[src/rtl/omp_pkg.sv]
`default_nettype none
// ============================================================================
//  Module      : omp_pkg
//  Description : Shared constants for the OMP/MGS reconstruction datapath:
//                Phi element/word geometry, column/word index widths and the
//                Block B state encoding.
//  Revision    : 1.0 - initial release
// ============================================================================
package omp_pkg;

  localparam int ELEM_W = 24;               // one signed fixed-point Phi element
  localparam int LANES  = 4;                // elements per BRAM word
  localparam int COL_W  = 6;                // column index width (64 columns)
  localparam int WIDX_W = 3;                // word-in-column index width

  localparam int DATA_W = ELEM_W * LANES;   // 96-bit BRAM word
  localparam int ADDR_W = COL_W + WIDX_W;   // 9-bit BRAM address
  localparam int NWORDS = 1 << WIDX_W;      // words held by the column buffer

  localparam logic [2:0] ST_IDLE = 3'd0;
  localparam logic [2:0] ST_LOAD = 3'd1;
  localparam logic [2:0] ST_WAIT = 3'd2;
  localparam logic [2:0] ST_DONE = 3'd3;

endpackage : omp_pkg
`default_nettype wire

[src/rtl/block_b_mgs_core_buf.sv]
`default_nettype none
// ============================================================================
//  Module      : mgs_col_buf
//  Description : 8 x 96-bit column register file for the MGS stage.
//                Synchronous write, synchronous clear of all words,
//                combinational read.
//  Ports       : clk, rst      - clock / sync active-high reset
//                i_clr         - clear every word to zero (wins over write)
//                i_we, i_waddr, i_wdata - write port
//                i_raddr, o_rdata       - combinational read port
//  Revision    : 1.0 - initial release
// ============================================================================
module mgs_col_buf
  import omp_pkg::*;
(
  input  logic              clk,
  input  logic              rst,
  input  logic              i_clr,
  input  logic              i_we,
  input  logic [WIDX_W-1:0] i_waddr,
  input  logic [DATA_W-1:0] i_wdata,
  input  logic [WIDX_W-1:0] i_raddr,
  output logic [DATA_W-1:0] o_rdata
);

  logic [DATA_W-1:0] r_mem [NWORDS];

  always_ff @(posedge clk) begin
    if (rst || i_clr) begin
      for (int i = 0; i < NWORDS; i++) begin
        r_mem[i] <= '0;
      end
    end else if (i_we) begin
      r_mem[i_waddr] <= i_wdata;
    end
  end

  assign o_rdata = r_mem[i_raddr];

endmodule : mgs_col_buf
`default_nettype wire

[src/rtl/block_b_mgs_core.sv]
`default_nettype none
// ============================================================================
//  Module      : block_b_mgs_core
//  Description : Block B front end. On a start request, fetches one Phi
//                column (M_limit+1 words of 4 x 24-bit elements) from a
//                1-cycle-latency synchronous BRAM into a column buffer.
//  Ports       : clk, rst        - clock / sync active-high reset
//                i_start_b       - load request, honoured only in IDLE
//                i_lambda        - column index to load
//                i_m_limit       - last word index of the column
//                o_phi_addr      - registered BRAM address {lambda, word}
//                i_phi_data      - BRAM read data
//                o_state_out     - current FSM state code
//                o_done_b        - one-cycle pulse when the column is loaded
//                i_col_rd_addr   - buffer read index
//                o_col_rd_data   - buffer word, combinational read
//  Revision    : 1.0 - initial release
// ============================================================================
module block_b_mgs_core
  import omp_pkg::*;
(
  input  logic              clk,
  input  logic              rst,
  input  logic              i_start_b,
  input  logic [COL_W-1:0]  i_lambda,
  input  logic [WIDX_W-1:0] i_m_limit,
  output logic [ADDR_W-1:0] o_phi_addr,
  input  logic [DATA_W-1:0] i_phi_data,
  output logic [2:0]        o_state_out,
  output logic              o_done_b,
  input  logic [WIDX_W-1:0] i_col_rd_addr,
  output logic [DATA_W-1:0] o_col_rd_data
);

  logic [2:0]        r_state;
  logic [COL_W-1:0]  r_lambda;
  logic [WIDX_W-1:0] r_mlim;
  logic [WIDX_W-1:0] r_cnt;
  logic [ADDR_W-1:0] r_phi_addr;
  logic              r_done;

  // Capture pipeline: stage 1 tracks the index just placed on o_phi_addr,
  // stage 2 tracks the index whose BRAM data is on i_phi_data this cycle.
  logic              r_v1;
  logic [WIDX_W-1:0] r_idx1;
  logic              r_v2;
  logic [WIDX_W-1:0] r_idx2;

  logic              w_start;
  logic              w_last_wr;
  logic [WIDX_W-1:0] w_cnt_nxt;

  assign w_start   = (r_state == ST_IDLE) && i_start_b;
  assign w_last_wr = r_v2 && (r_idx2 == r_mlim);
  assign w_cnt_nxt = r_cnt + 1'b1;

  always_ff @(posedge clk) begin
    if (rst) begin
      r_state    <= ST_IDLE;
      r_lambda   <= '0;
      r_mlim     <= '0;
      r_cnt      <= '0;
      r_phi_addr <= '0;
      r_done     <= 1'b0;
      r_v1       <= 1'b0;
      r_idx1     <= '0;
      r_v2       <= 1'b0;
      r_idx2     <= '0;
    end else begin
      r_done <= 1'b0;
      r_v1   <= 1'b0;
      r_v2   <= r_v1;
      r_idx2 <= r_idx1;
      case (r_state)
        ST_IDLE: begin
          if (i_start_b) begin
            r_lambda   <= i_lambda;
            r_mlim     <= i_m_limit;
            r_cnt      <= '0;
            r_phi_addr <= {i_lambda, {WIDX_W{1'b0}}};
            r_v1       <= 1'b1;
            r_idx1     <= '0;
            r_state    <= ST_LOAD;
          end
        end
        ST_LOAD: begin
          // Word 0 was issued on the accepting edge, so a single-word load
          // has nothing left to issue here.
          if (r_cnt == r_mlim) begin
            r_state <= ST_WAIT;
          end else begin
            r_cnt      <= w_cnt_nxt;
            r_phi_addr <= {r_lambda, w_cnt_nxt};
            r_v1       <= 1'b1;
            r_idx1     <= w_cnt_nxt;
            if (w_cnt_nxt == r_mlim) begin
              r_state <= ST_WAIT;
            end
          end
        end
        ST_WAIT: begin
          if (w_last_wr) begin
            r_state <= ST_DONE;
            r_done  <= 1'b1;
          end
        end
        ST_DONE: begin
          r_state <= ST_IDLE;
        end
        default: begin
          r_state <= ST_IDLE;
        end
      endcase
    end
  end

  mgs_col_buf u_col_buf (
    .clk     (clk),
    .rst     (rst),
    .i_clr   (w_start),
    .i_we    (r_v2),
    .i_waddr (r_idx2),
    .i_wdata (i_phi_data),
    .i_raddr (i_col_rd_addr),
    .o_rdata (o_col_rd_data)
  );

  assign o_phi_addr  = r_phi_addr;
  assign o_state_out = r_state;
  assign o_done_b    = r_done;

endmodule : block_b_mgs_core
`default_nettype wire

[config.mk]
export PLATFORM = sky130hd
export DESIGN_NAME = block_b_mgs_core
export DESIGN_NICKNAME = d
export VERILOG_FILES = /design/src/rtl/omp_pkg.sv /design/src/rtl/block_b_mgs_core_buf.sv /design/src/rtl/block_b_mgs_core.sv
export SDC_FILE = /design/constraint.sdc
export NUM_CORES = 1
export LEC_CHECK = 0
export ABC_CLOCK_PERIOD_IN_PS = 27100
export CAP_MARGIN = 20
export CORE_ASPECT_RATIO = 0.6
export CORE_MARGIN = 2
export CORE_UTILIZATION = 50
export DETAILED_ROUTE_END_ITERATION = 10
export PLACE_DENSITY = 0.72
export SLEW_MARGIN = 10
export SYNTH_ARGS = -nofsm -noshare
export SYNTH_HDL_FRONTEND = slang
export SYNTH_HIERARCHICAL = 1
export SYNTH_SLANG_ARGS = --single-unit
[constraint.sdc]
create_clock -name clk -period 27.1 [get_ports clk]
set_input_delay 2.71 -clock clk [delete_from_list [all_inputs] [get_ports clk]]
set_output_delay 2.71 -clock clk [all_outputs]
set_load 0.01 [all_outputs]
==> out/results.tsv <==
metric	value	unit
clock_latency	630	ps
synth.distinct_cells	42	
min_period	8980	ps
ios	220	
critical_path.max_stage_delay	780	ps
yosys-top-cells-area	edfxtp_1, mux4_2, nor3_1, nor3_2, mux2_2	
combPwrFrac	16.9	%
drc	0	
num_rows	76	
die_h	213	um
place_hpwl	45500	um
seq_area	23600	um^2
tightest_slew	1390	ps
initial_core_util	50.5	%
required	24390	ps
grt_max_degree	217	
tns	0	ps
p_sw	848	uW
ctsResizeCount	0	
place_inst	3290	
synth.most_common_cell	edfxtp_1	
die-area	74800	um^2
synth_top_cell_by_area	edfxtp_1	
yosys-mux-area-fraction	15.2	%
syn_area	36300	um^2
netlist_top_cells_count	edfxtp_1, nor3_1, nor3_2	
ys_ff_latch	794	
post-route-period-util	33.1	%
tritoncts	yes	
dp_slack	18110	ps
setup_viol	0	
p_int	2440	uW
gp_congestion	0.734	
crit_family	buffers and inverters	
fin_cells	3430	
worstPathCellList	clkbuf_8 -> buf_4 -> buf_4 -> mux4_2 -> mux2_2 -> clkdlybuf4s50_1	
dr_total_vias	21100	
wl_per_cell	25.7	um
worstPathArrival	6270	ps
cts_setup_buffers	0	
hold_path_class	register to register	
antenna_found_initial	2	
vias_per_cell	6.16	
hold_viol	0	
clockBufferDepth	3	
crit_fanout	85	
synth_edf_count	768	
synth_xor_area_share	0.235	%
area_growth	14.3	%
max_slew_margin	7.05	%
crit_type	input port to output pin	
max_freq	111	MHz
htree_levels	3	
fp.dieW	352	um
grtUsageTotal	23.8	%
nFillCells	5369	
synth.top_cell.area_share	63.6	%
final_area	41500	um^2
cts_sinks	794	
synth_nets	2407	
yosysSeqAreaShare	65.0	%
cts-root-buf	clkbuf_16	
firstDrtPassIters	5	
avgSynthCellArea	15.8	um^2
clkPwrFrac	32.6	%
nNetsFinal	2508	
cts.hold.buffers_added	0	
clkSlewWorstSetupHoldPaths	60	ps
clock-skew-final	30.0	ps
yosys.area_share.simple	14.6	%
synth_adder_area_share	0.172	%
startpoint_type	input port	
grt_pass1_wl	134000	um
p_leak	0.0132	uW
post_dp_cell_area	39000	um^2
syn-instance-count	2291	
critPathBufInv	4	
ir_drop	0.0434	mV
multi_input_area	11300	um^2
powerDensity	79.2	nW/um^2
drv_cap	0	
seq_power_share	50.6	%
final_layout_size_suffix_gt1_share	28.4	%
placeableCoreArea	71800	um^2
finalMaxSlewViolations	0	
routed_wl	88100	um
synth-compound-area-share	0.566	%
gr-total-overflow	0	
final_antenna_net_count	0	
run_status	completed	
critPathSlowestCell	buf_4	
async_reset_ff_share	0	%
setup_ws	18120	ps
yosysWarnings	6	
sw_frac_of_total	25.8	%
cts_buffers	75	
rsz0062_at_grt	false	
crit_top_cell	buf_4	
initialDrtViolationCount	2229	
synth_ff_type	edfxtp_1	
synth_top_family_by_area	multiplexers	
grt_pass1_vias	21700	
endpoint_kind	output pin	
portBuffers	218	
[final cells by class]
cell class | instances | share of cell area, %
Timing Repair Buffer | 258 | 6.09
Clock buffer | 92 | 4.78
Antenna cell | 2 | 0.0121
Multi-Input combinational cell | 1163 | 27.2
Sequential cell | 794 | 56.9
Inverter | 100 | 0.905
Clock inverter | 46 | 1.16
Tap cell | 975 | 2.94
[registers in the layout, summed over array words and instances, names as in the netlist]
signal	flops
r_idx2	3
o_phi_addr	9
u_col_buf/r_mem	768
r_lambda	6
r_mlim	3
r_v1	1
o_state_out	2
o_done_b	1
r_v2	1
[through the flow]
step,hold slack [ps],util (%),power (uW)
after detailed placement,442,54.3,2250
after floorplan,414,-,2020
final,444,57.7,3280
after global placement,419,54.3,2230
after CTS,443,57.7,3310
after global routing,462,57.7,3400
[metal layers]
metal	share of wire (%)	GRT usage, %	vias up
li1	-	-	9187
met1	43	34.1	11000
met2	49	38.5	820
met3	6.8	3.99	109
met4	1.5	5.23	2
met5	0.012	0	-
[power groups by stage]
stage          clock [uW]  sequential [uW]  combinational [uW]
6_report             1070             1660                 554
4_1_cts              1090             1660                 562
3_3_place_gp            0             1670                 555
3_5_place_dp            0             1690                 561
2_1_floorplan           0             1700                 323
5_1_grt              1130             1680                 587
[logic make-up after synthesis]
family | count (synthesis)
compound gates | 32
flops | 794
buf+inv | 334
mux | 297
xor+xnor | 8
other cells | 1
simple gates | 820
fa+ha+maj | 5
[cell usage in the layout, fill, tap and decap left out, drive strengths merged, types with 10 or more instances in the layout]
cell	count
a21oi	11
buf	42
clkbuf	93
clkdlybuf4s50	215
clkinv	129
dfxtp	26
edfxtp	768
mux2	97
mux4	192
nand2	21
nor2	11
nor3	769
o21ai	10
[final timing paths]
check	from	to	slack, ps	depth (start not counted)
worst max register to register	o_state_out[0]	u_col_buf/r_mem[0][63]	21820	9
worst max-delay path	i_col_rd_addr[2]	o_col_rd_data[39]	18120	6
worst min register to register	r_v1	r_v2	440	1
worst min-delay path	r_v1	r_v2	440	1
Note: power is estimated with default switching activity, not from simulation.
